--- src/rtl/fft_out_streamer.sv ---
// Buffers one FFT result frame and streams it out over AXI-Stream, one word per handshake.
// Define FFT_OUT_BITREV_EN to read the buffer in bit-reversed index order.
module fft_out_streamer #(
    parameter int MAX_NUM_OF_SIGNALS = 8,
    parameter int SIZE_OF_SIGNAL     = 50
) (
    input  logic                                    clk_i,
    input  logic                                    reset_i,
    input  logic                                    res_we_i,
    input  logic [$clog2(MAX_NUM_OF_SIGNALS)-1:0]   res_addr_i,
    input  logic [SIZE_OF_SIGNAL-1:0]               res_data_i,
    input  logic                                    res_done_i,
    output logic                                    busy_o,
    output logic                                    ms_tvalid,
    input  logic                                    ms_tready,
    output logic                                    ms_tlast,
    output logic signed [SIZE_OF_SIGNAL-1:0]        signal_o,
    output logic                                    frame_done_o
);

    localparam int N  = MAX_NUM_OF_SIGNALS;
    localparam int W  = SIZE_OF_SIGNAL;
    localparam int AW = $clog2(N);
    localparam logic [AW-1:0] LAST_IDX = AW'(N - 1);

    typedef enum logic {
        IDLE = 1'b0,
        SEND = 1'b1
    } state_t;

    state_t                state_q;
    logic [AW-1:0]         idx_q;
    logic [AW-1:0]         idx_d;
    logic [AW-1:0]         rd_addr;
    logic                  tvalid_q;
    logic                  tlast_q;
    logic                  done_q;
    logic signed [W-1:0]   buf_q [N];

    function automatic logic [AW-1:0] bitrev(input logic [AW-1:0] v);
        logic [AW-1:0] r;
        for (int i = 0; i < AW; i++) begin
            r[i] = v[AW-1-i];
        end
        return r;
    endfunction

    always_comb begin
        idx_d = idx_q + 1'b1;
    end

`ifdef FFT_OUT_BITREV_EN
    assign rd_addr = bitrev(idx_q);
`else
    assign rd_addr = idx_q;
`endif

    // Buffer is writable only in IDLE, so it stays frozen for the whole frame.
    always_ff @(posedge clk_i) begin
        if (state_q == IDLE && res_we_i) begin
            buf_q[res_addr_i] <= signed'(res_data_i);
        end
    end

    always_ff @(posedge clk_i or posedge reset_i) begin
        if (reset_i) begin
            state_q  <= IDLE;
            idx_q    <= '0;
            tvalid_q <= 1'b0;
            tlast_q  <= 1'b0;
            done_q   <= 1'b0;
        end else begin
            done_q <= 1'b0;
            case (state_q)
                IDLE: begin
                    if (res_done_i) begin
                        state_q  <= SEND;
                        idx_q    <= '0;
                        tvalid_q <= 1'b1;
                        tlast_q  <= 1'b0;
                    end
                end
                SEND: begin
                    if (tvalid_q && ms_tready) begin
                        if (tlast_q) begin
                            state_q  <= IDLE;
                            idx_q    <= '0;
                            tvalid_q <= 1'b0;
                            tlast_q  <= 1'b0;
                            done_q   <= 1'b1;
                        end else begin
                            idx_q   <= idx_d;
                            tlast_q <= (idx_d == LAST_IDX);
                        end
                    end
                end
                default: begin
                    state_q  <= IDLE;
                    tvalid_q <= 1'b0;
                    tlast_q  <= 1'b0;
                end
            endcase
        end
    end

    // Output data is gated by valid so reset forces it to zero without clearing the buffer.
    assign signal_o     = tvalid_q ? buf_q[rd_addr] : '0;
    assign ms_tvalid    = tvalid_q;
    assign ms_tlast     = tlast_q;
    assign busy_o       = (state_q == SEND);
    assign frame_done_o = done_q;

endmodule

--- config.mk ---
export PLATFORM = sky130hd
export DESIGN_NAME = fft_out_streamer
export DESIGN_NICKNAME = d
export VERILOG_FILES = /design/src/rtl/fft_out_streamer.sv
export SDC_FILE = /design/constraint.sdc
export NUM_CORES = 1
export LEC_CHECK = 0
export ABC_AREA = 1
export CORE_MARGIN = 2
export CORE_UTILIZATION = 30
export CTS_CLUSTER_SIZE = 30
export DETAILED_ROUTE_END_ITERATION = 16
export HOLD_SLACK_MARGIN = 0.02
export PLACE_DENSITY = 0.58
export SYNTH_ARGS = -nofsm -noshare
export SYNTH_HDL_FRONTEND = slang
export SYNTH_SLANG_ARGS = --single-unit
--- constraint.sdc ---
create_clock -name clk_i -period 8.33 [get_ports clk_i]
set_input_delay 1.666 -clock clk_i [delete_from_list [all_inputs] [get_ports clk_i]]
set_output_delay 1.666 -clock clk_i [all_outputs]
set_load 0.005 [all_outputs]
* Word-level counts from Yosys, hierarchy flattened
Memory sizes are Yosys's and may differ from the RTL's. Cells that the tools add are included. Widths: inputs -> output; s select.
Storage, ports and cells: logic and storage cells 38, memories 1, memory bits (writable) 400, output and inout port bits 54, flip-flop bits (word level) 7, input bits 58
Operators by class: reductions and logical operators 4, bitwise logic cells 1, equality and inequality tests 4, multiplexer cells 22, add/sub/neg operators 1
Memory list:
- buf_q | depth 8, width 50, read ports 1, clocked after Yosys merged registers in 0, wr ports 1, RTL line 38 | logic signed [W-1:0] buf_q [N];
Operators by type and width (number):
- $mux 50 | 1
- $mux 1 | 14
- $mux 3 | 3
- $pmux 1 s2 | 3
- $pmux 3 s2 | 1
- $ne 2x1->1 const B | 2
- $add 3x1->3 const B | 1
- $eq 3x3->1 const B | 1
- $reduce_and 3->1 | 1
- $logic_and 1x1->1 | 2
- $ne 2x2->1 const B | 1
- $reduce_and 2->1 | 1
- $not 1->1 | 1

* Logic depth before layout (Yosys ltp)
depth in word-level cells 5, mapped depth 8, depth with buffers taken out 6

* Worst setup path after synthesis
No wires, ideal clock.
kind in2reg, start point in res_we_i, end point mem buf_q[0][0] in the netlist's numbering (enable), data arrival time 4.005 ns, slack 3.867 ns, stages on the path 4, setup time 0.458 ns, path through inv_1 nor2_1 nand2_1 nor2_1
Between the ends: cells in the longest elaborated chain, start to end 3
RTL lines:
- start: declaration | RTL line 9 | input logic res_we_i,
- $logic_and 1x1->1 | RTL line 60 | if (state_q == IDLE && res_we_i) begin
- $mux 1 | RTL line 60
- $mux 1 (not written as such) | RTL line 61 | buf_q[res_addr_i] <= signed'(res_data_i);
- end: declaration | RTL line 38
Every way passes these cells.

* Final worst setup path
start point reg idx_q[0], end point out signal_o[1]
Between the ends: cells in the longest elaborated chain, start to end 2
RTL lines:
- start: declaration | RTL line 32 | logic [AW-1:0] idx_q;
- start signal: assignment | RTL line 92 | idx_q <= idx_d;
- $mem_v2 8x50
- $mux 50 | RTL line 107 | assign signal_o = tvalid_q ? buf_q[rd_addr] : '0;
- end: declaration | RTL line 17 | output logic signed [SIZE_OF_SIGNAL-1:0] signal_o,
Every way passes these cells.

==> impl_metrics.toml <==
[clock_tree]
ctsHoldBuffers = 0
post_cts_buffers = 0
cts_resized = 0
clk_latency_ns = 0.55
htreeDepth = 2
clockBufferDepth = 3
root_buffer = "clkbuf_16"
cts_tree = "built"
cts_buffers = 43
clkSinkCount = 407
path_clk_slew_ns = 0.06

[global_route]
first_global_vias = 11400
track_usage = 0.138
grt.overflow.total = 0
grt_pass1_wl_mm = 64.8
grt_max_degree = 118
antenna_found_initial = 3

[power]
vdd_drop_max_mv = 0.182
powerDensity_nw_per_um2 = 284
p_leak_uw = 0.00896

[setup_path]
endpoint_kind = "output pin"
path_cells = "inv_6, buf_4, nand2_1, nand3_1, nand2_1, nor2_1, nor2_1, clkdlybuf4s50_1"
reg2reg_slack_ns = 5.20
max_stage_delay_ns = 1.10
path_max_fanout = 117
arrival_ns = 4.18
slowest_stage = "dfrtp_4"
critPathKind = "flip-flop to output pin"
critPathLaunchType = "flip-flop"
required_ns = 6.66
r2r_cells = 4

[timing]
post-route-period-util = 0.701
setup_tns_ns = 0
hold_violations = 0
rsz0062_at_grt = "no"
fmax_mhz = 171
tightestPinTransition_ns = 1.17
fin_skew_ns = 0.0138
drv_slew = 0
period_minus_slack_ns = 5.84
finalSetupViolCount = 0
slew_headroom = 0.217

[run_status]
outcome = "completed"

[worst_hold_path]
hold_depth = 3
min_path_type = "flip-flop to flip-flop"

[floorplan]
die_area_um2 = 61300
die_x_um = 248
ioPinCount = 112
start_util = 0.303
rows = 89
coreArea_um2 = 58800
fp.dieH_um = 248

[final_layout]
drive_gt1_frac = 0.0430
area_growth_pct = 17.8
fin_nets = 1934
final_cells = 2682
final_cell_mix = "513 x nand2_1, 409 x inv_1, 400 x edfxtp_1"
fin_area_um2 = 20900
layout_commonest_cell = "nand2_1"

[route]
drc = 0
dr.pass1.iters = 5
vias = 11700
routed_wl_mm = 42.3
postRouteAntennaNets = 0
viasPerCell = 4.35
wl_per_cell_um = 15.8
drt_iter0_drc = 767

[yosys]
syn_area_per_cell_um2 = 9.95
synth_seq_cells = 407
netlist_area_um2 = 17800
synth.distinct_cells = 17
yosys_warnings = 0
ys_seq_area_frac = 0.685
syn_nets = 1847
synth_cells = 1787

[placed_design]
place_congestion = 0.732
dpl_cell_area_um2 = 19700
place_hpwl_mm = 21.4
dp_cells = 2602
portBuffers = 111

[run]
cap_violations = 0
[Yosys cell counts (all sizes together)]
cell | number | area [µm²]
nand2 | 513 | 1930
nand4 | 1 | 6.26
a21oi | 1 | 5.00
nor2 | 113 | 424
xor2 | 1 | 8.76
ha | 2 | 25.0
dfrtp | 7 | 175
buf | 66 | 323
o21ai | 2 | 10.0
o22ai | 1 | 6.26
nand3 | 252 | 1260
clkbuf | 17 | 63.8
inv | 411 | 1540
edfxtp | 400 | 12000
[final timing paths]
path                           from           end
setup reg to reg           idx_q[0]      idx_q[1]
hold reg to reg            ms_tlast     ms_tvalid
max in group asynchronous   reset_i      idx_q[2]
hold / removal             ms_tlast     ms_tvalid
min in group asynchronous   reset_i  frame_done_o
setup / recovery           idx_q[0]   signal_o[1]
[report_power, final]
group          leakage, µW  switching, µW  internal [µW]  total (µW)
sequential         0.00368            174           2280        2450
combinational      0.00467           1060            682        1740
clock             0.000618            760            994        1750
[kinds of logic (layout without fill, tap and decap cells)]
| kind of cell | count (synthesis) | in the layout | synth area share |
|---|---|---|---|
| flip-flops | 407 | 407 | 0.685 |
| adder cells (fa/ha/maj) | 2 | 2 | 0.00141 |
| AND/OR/NAND/NOR | 879 | 879 | 0.203 |
| other | 0 | 2 | 0 |
| XOR/XNOR | 1 | 1 | 0.000492 |
| buffers and inverters | 494 | 614 | 0.108 |
| AO/OA/AOI/OAI | 4 | 4 | 0.00120 |
[critical path, delay by kind of cell, from the launching register on]
kind                   cells  cell delay, ns
buffers and inverters      3            1.70
flip-flops                 1            1.10
AND/OR/NAND/NOR            5            0.69
[final cells by class]
type / instances / area [µm²]
diodes: 2 / 5.00
clock buffers: 57 / 1140
clock inverters: 21 / 138
fillers: 5827 / 37900
inverters: 411 / 1550
multi-input cells: 886 / 3730
flip-flops and latches: 407 / 12200
well taps: 773 / 967
repair buffers: 125 / 1220
[through the flow]
stage | util | power (µW) | hold WS (ns) | setup WS (ns)
finish | 0.356 | 5940 | 0.589 | 2.49
global route | 0.356 | 6320 | 0.624 | 2.03
CTS | 0.356 | 6030 | 0.575 | 2.34
detailed placement | 0.334 | 4260 | 0.566 | 2.93
global placement | 0.334 | 4230 | 0.556 | 2.94
floorplan | - | 3530 | 0.553 | 3.87
[sequential cells by signal (all words and copies together) (netlist names)]
name	count
buf_q	400
idx_q	3
busy_o	1
frame_done_o	1
ms_tlast	1
ms_tvalid	1
[per-layer routing]
| layer | wire [µm] | part of all wire | vias up | track usage |
|---|---|---|---|---|
| li1 | - | - | 5759 | - |
| met1 | 19800 | 0.47 | 5637 | 0.185 |
| met2 | 19800 | 0.47 | 226 | 0.233 |
| met3 | 2000 | 0.047 | 50 | 0.0230 |
| met4 | 650 | 0.015 | 6 | 0.0322 |
| met5 | 39 | 0.00092 | - | 0 |
(Power assumes the default switching activity.)
